[src/rtl/boss_damage_controller.sv]
// rtl/boss_damage_controller.sv - boss hit-point tracking, hit flash and death explosion sequencer
module boss_damage_controller #(
  parameter int BOSS_HP        = 8,
  parameter int FLASH_FRAMES   = 4,
  parameter int EXPLODE_FRAMES = 16
) (
  input  logic       Clk,
  input  logic       Reset,
  input  logic       boss_fight,
  input  logic       enemy_hit,
  input  logic       frame_tick,
  output logic       done,
  output logic       laser_clear,
  output logic [3:0] boss_hp,
  output logic       boss_flash,
  output logic       boss_exploding,
  output logic [3:0] explode_frame,
  output logic       boss_defeated
);

  localparam logic [2:0] S_IDLE     = 3'd0;
  localparam logic [2:0] S_ARMED    = 3'd1;
  localparam logic [2:0] S_HIT_ACK  = 3'd2;
  localparam logic [2:0] S_FLASH    = 3'd3;
  localparam logic [2:0] S_EXPLODE  = 3'd4;
  localparam logic [2:0] S_DEFEATED = 3'd5;

  localparam logic [3:0] HP_INIT    = 4'(BOSS_HP);
  localparam logic [4:0] FLASH_LAST = 5'(FLASH_FRAMES);
  localparam logic [3:0] EXPL_LAST  = 4'(EXPLODE_FRAMES - 1);

  logic [2:0] state_q, state_d;
  logic [3:0] hp_q, hp_d;
  logic [4:0] flash_cnt_q, flash_cnt_d;
  logic [3:0] expl_cnt_q, expl_cnt_d;
  logic       done_q, laser_clear_q, flash_q, exploding_q, defeated_q;

  always_comb begin
    state_d     = state_q;
    hp_d        = hp_q;
    flash_cnt_d = flash_cnt_q;
    expl_cnt_d  = expl_cnt_q;
    if (!boss_fight) begin
      // Abort outranks every other transition, including a pending hit.
      state_d     = S_IDLE;
      hp_d        = HP_INIT;
      flash_cnt_d = 5'd0;
      expl_cnt_d  = 4'd0;
    end else begin
      case (state_q)
        S_IDLE: begin
          hp_d        = HP_INIT;
          flash_cnt_d = 5'd0;
          expl_cnt_d  = 4'd0;
          state_d     = S_ARMED;
        end
        S_ARMED: begin
          // A tick in the same cycle as a hit is simply dropped.
          if (enemy_hit && hp_q != 4'd0) begin
            hp_d    = hp_q - 4'd1;
            state_d = S_HIT_ACK;
          end
        end
        S_HIT_ACK: begin
          flash_cnt_d = 5'd0;
          expl_cnt_d  = 4'd0;
          state_d     = (hp_q == 4'd0) ? S_EXPLODE : S_FLASH;
        end
        S_FLASH: begin
          if (frame_tick) begin
            if (flash_cnt_q + 5'd1 >= FLASH_LAST) begin
              flash_cnt_d = 5'd0;
              state_d     = S_ARMED;
            end else begin
              flash_cnt_d = flash_cnt_q + 5'd1;
            end
          end
        end
        S_EXPLODE: begin
          if (frame_tick) begin
            if (expl_cnt_q == EXPL_LAST) begin
              state_d = S_DEFEATED;
            end else begin
              expl_cnt_d = expl_cnt_q + 4'd1;
            end
          end
        end
        S_DEFEATED: begin
          hp_d = 4'd0;
        end
        default: begin
          state_d = S_IDLE;
        end
      endcase
    end
  end

  always_ff @(posedge Clk or negedge Reset) begin
    if (!Reset) begin
      state_q       <= S_IDLE;
      hp_q          <= HP_INIT;
      flash_cnt_q   <= 5'd0;
      expl_cnt_q    <= 4'd0;
      done_q        <= 1'b0;
      laser_clear_q <= 1'b0;
      flash_q       <= 1'b0;
      exploding_q   <= 1'b0;
      defeated_q    <= 1'b0;
    end else begin
      state_q       <= state_d;
      hp_q          <= hp_d;
      flash_cnt_q   <= flash_cnt_d;
      expl_cnt_q    <= expl_cnt_d;
      // Flags are registered from the next state so they line up with it.
      done_q        <= (state_d != S_ARMED);
      laser_clear_q <= (state_d == S_HIT_ACK);
      flash_q       <= (state_d == S_FLASH);
      exploding_q   <= (state_d == S_EXPLODE);
      defeated_q    <= (state_d == S_DEFEATED);
    end
  end

  assign done           = done_q;
  assign laser_clear    = laser_clear_q;
  assign boss_hp        = hp_q;
  assign boss_flash     = flash_q;
  assign boss_exploding = exploding_q;
  assign explode_frame  = expl_cnt_q;
  assign boss_defeated  = defeated_q;

endmodule

[config.mk]
export PLATFORM = sky130hd
export DESIGN_NAME = boss_damage_controller
export DESIGN_NICKNAME = d
export VERILOG_FILES = /design/src/rtl/boss_damage_controller.sv
export SDC_FILE = /design/constraint.sdc
export NUM_CORES = 1
export LEC_CHECK = 0
export BUFFER_PORTS_ARGS = -buffer_cell sky130_fd_sc_hd__buf_2
export CAP_MARGIN = 5
export CORE_MARGIN = 1.5
export CORE_UTILIZATION = 54
export CTS_CLUSTER_SIZE = 28
export DETAILED_ROUTE_END_ITERATION = 8
export PLACE_DENSITY_LB_ADDON = 0.25
export RECOVER_POWER = 50
export SETUP_SLACK_MARGIN = 0.2
export SLEW_MARGIN = 20
export SYNTH_ARGS = -nofsm -noshare
export SYNTH_HDL_FRONTEND = slang
export SYNTH_SLANG_ARGS = --single-unit
[constraint.sdc]
create_clock -name Clk -period 1.9 [get_ports Clk]
set_input_delay 0 -clock Clk [delete_from_list [all_inputs] [get_ports Clk]]
set_output_delay 0 -clock Clk [all_outputs]
set_load 0.03 [all_outputs]
==> Implementation_results.wiki <==
{| class="wikitable"
! Metric !! Value
|-
| YS warnings || 0
|-
| Number of enable-type register cells in the synthesized netlist || 0
|-
| Unrepaired setup endpoints after global routing || true
|-
| Core Rows || 16
|-
| Fraction of synthesized cell area taken by the top area cell type || 0.443
|-
| Root Buffer || clkbuf_4
|-
| Depth of the worst hold-timing path || 3
|-
| Total CTS buffers || 3
|-
| Iter 0 DRT Violations || 16
|-
| Outcome || completed
|-
| Number of synthesized register bits || 21
|-
| Asr flop ratio synth || 1.00
|-
| Worst Path Class, Setup || reg -> reg
|-
| Sink Count || 21
|-
| CP arrival || roughly 2000 ps
|-
| Area of the core || 1960 µm²
|-
| Die width || approximately 50 µm
|-
| Overall power after layout || 0.889 mW
|-
| Cell count of the worst reg-to-reg path || 6
|-
| First-pass iteration count of the detailed router || 4
|-
| Reg2Reg Setup Slack || a little under 70 ps
|-
| Total power density per cell area || roughly 650 nW/µm²
|-
| Syn-to-layout area delta || 21.7%
|-
| VDD IR max || about 0.35 mV
|-
| Total global-route track usage || 0.220
|-
| Worst-case clock buffer depth || 2
|-
| Die area || 2370 µm²
|-
| Endpoint of the worst hold-timing path || boss_hp[3]$_DFFE_PN1P_
|-
| Worst Path Required || about 2100 ps
|-
| Cell Area, Placed || 1260 µm²
|-
| Vias post-DR || approximately 980
|-
| Worst-case clock skew || around 6.5 ps
|-
| Share of the yosys chip area belonging to registers || 0.467
|-
| Total setup violations reported at the end of the flow || 0
|-
| Post-route setup slack || slightly below 70 ps
|-
| Pre-CTS setup slack || 47.3 ps
|-
| Initial antenna violation count || 0
|-
| Global placement routability congestion || between 0.7 and 0.8
|-
| # port buffers || 17
|-
| Via count of the first global-routing pass || roughly 950
|-
| Clock slew at reported path FFs || 120 ps
|-
| Worst-path fanout max || 4
|-
| Post-DRT Antenna Nets || 0
|-
| Setup Total Neg Slack || 0 ps
|-
| Type of origin of the critical path || flip-flop
|-
| Critical register-to-register path endpoint || done$_DFF_PN0_
|-
| Origin of the worst min-delay path || boss_fight
|-
| Final instance area || ~1400 µm²
|-
| Post-detailed-routing wire length || 2.45 mm
|-
| Fraction of final layout cells with drive strength greater than 1 || 0.245
|-
| Slew HR || 0.272
|-
| Hold Violations, Final || 0
|-
| HP Class || in -> reg
|-
| Slew at the pin with the worst max-slew slack || 1090 ps
|-
| Chip height || about 49 µm
|-
| Flip-flop cell with the highest count after synthesis || dfrtp_1
|-
| Worst R2R Start || boss_hp[1]$_DFFE_PN0P_
|-
| Global-route wire length before repair || 4.05 mm
|-
| Max-slew violation count || 0
|-
| Total congestion overflow || 0
|-
| Final critical-path required period || between 1500 and 2000 ps
|-
| H-tree depth || 1
|-
| Post-Syn Instances || roughly 120
|-
| Mapped Area || 1130 µm²
|-
| Clock latency on the worst-skew pair || 300 ps
|-
| Post-route core utilization || 0.700
|-
| Detailed-route vias per instance || between 5 and 6
|-
| Top cells by area in the synthesized netlist || dfrtp_1, ha_1, o21ai_0
|-
| TritonCTS clock tree || done
|-
| Final worst-path cycle share || 0.964
|-
| Number of different library cells in the post-synthesis netlist || 35
|-
| Max Cap Violations || 0
|-
| Syn Area/Cell || approximately 9.5 µm²
|-
| Top-Level Pins || 18
|-
| Nets || 157
|-
| Starting utilization of the core area || 0.575
|-
| Critical Path End Type || flip-flop
|-
| Wire per inst || 14.1 µm
|-
| Detailed placement HPWL || 1.64 mm
|-
| Top cell type by total area after synthesis || dfrtp_1
|-
| Max Freq || approximately 550 MHz
|-
| Synth Net Count || between 100 and 150
|-
| Total DRC errors in the routed layout || 0
|-
| Antenna diode instance count || 0
|-
| Largest net degree at the start of global routing || 22
|-
| Leakage power || about 0.63 nW
|}
-- registers in the layout, indices dropped and copies added (netlist names) --
name,count
flash_cnt_q,5
done,1
boss_defeated,1
boss_hp,4
explode_frame,4
laser_clear,1
state_q,3
boss_exploding,1
boss_flash,1
-- cell usage in the layout, fill, tap and decap left out, types with 4 or more instances in the layout --
cell	Yosys	layout
buf_4	1	8
dfrtp_1	20	18
buf_2	2	10
o21ai_0	10	8
nor3_1	6	6
nand4_1	4	4
a21oi_1	5	5
nor2b_1	5	5
inv_1	8	5
clkbuf_1	0	8
nand2_1	9	9
nand2b_1	4	4
nor2_1	7	7
-- cell families after synthesis --
| family | Yosys count | synth area share |
|---|---|---|
| buf+inv | 11 | 0.0421 |
| simple gates | 56 | 0.293 |
| flops | 21 | 0.467 |
| compound gates | 25 | 0.137 |
| mux | 1 | 0.00887 |
| fa+ha+maj | 4 | 0.0443 |
| xor+xnor | 1 | 0.00776 |
-- worst max-delay path: stages (launching register included) --
cell	delay, ps
dfrtp_2	430
inv_2	80
ha_4	140
nor3b_4	240
a211oi_2	70
or4b_1	460
or3_1	310
-- Yosys cell counts, types with 2 or more instances --
library cell,instances
nor2_1,7
nand3_1,2
a211o_1,3
dfrtp_1,20
a21oi_1,5
buf_2,2
nand2_1,9
and3_1,2
nand2b_1,4
nand4_1,4
o21ai_0,10
nor4_1,2
nor2b_1,5
nor3_1,6
a211oi_1,2
or3_1,3
ha_1,4
and2_1,3
inv_1,8
nand3b_1,3
-- metrics by stage --
stage / std cells / hold WS [ps]
after global placement: 161 / -31.2
after CTS: 172 / 19.3
after floorplan: 119 / -296
after detailed placement: 161 / -19.9
after global routing: 174 / 34.6
final: 174 / 24.3
-- routing by layer --
layer,part of all wire,GRT usage,vias up,routed length [µm]
li1,-,-,478,-
met1,0.43,0.283,461,1060
met2,0.50,0.372,37,1240
met3,0.047,0.0401,6,115
met4,0.017,0.0810,0,42
met5,0,0,-,0
-- timing repair --
| action | CTS | global route |
|---|---|---|
| hold endpoints to repair | 22 | 0 |
| pin swaps | 1 | 2 |
| setup buffers | 5 | 2 |
| endpoints found under the setup margin | 1 | 9 |
| gates resized for setup | 0 | 7 |
| hold buffers | 2 | 0 |
-- worst max-delay path by stage --
stage                                      start  depth (start not counted)  slack (ps)             end
after detailed placement  boss_hp[1]$_DFFE_PN0P_                          6          50  done$_DFF_PN0_
after global placement    boss_hp[1]$_DFFE_PN0P_                          6         100  done$_DFF_PN0_
after floorplan           boss_hp[1]$_DFFE_PN0P_                          6          60  done$_DFF_PN0_
after CTS                 boss_hp[1]$_DFFE_PN0P_                          6         120  done$_DFF_PN0_
after global routing      boss_hp[1]$_DFFE_PN0P_                          6         -10  done$_DFF_PN0_
final                     boss_hp[1]$_DFFE_PN0P_                          6          70  done$_DFF_PN0_
-- where the power goes --
group	internal, mW	total (mW)	switching (mW)
Clock	0.0818	0.217	0.135
Sequential	0.465	0.488	0.0228
Combinational	0.0793	0.185	0.105
Total	0.626	0.889	0.263
-- layout make-up --
| class | instances | area [µm²] |
|---|---|---|
| multi-input combinational | 87 | 598 |
| fill | 163 | 588 |
| sequential | 21 | 529 |
| timing repair buffer | 27 | 156 |
| tap | 27 | 33.8 |
| inverter | 8 | 30.0 |
| clock buffer | 4 | 26.3 |
Power figures use the tool's default switching activity.
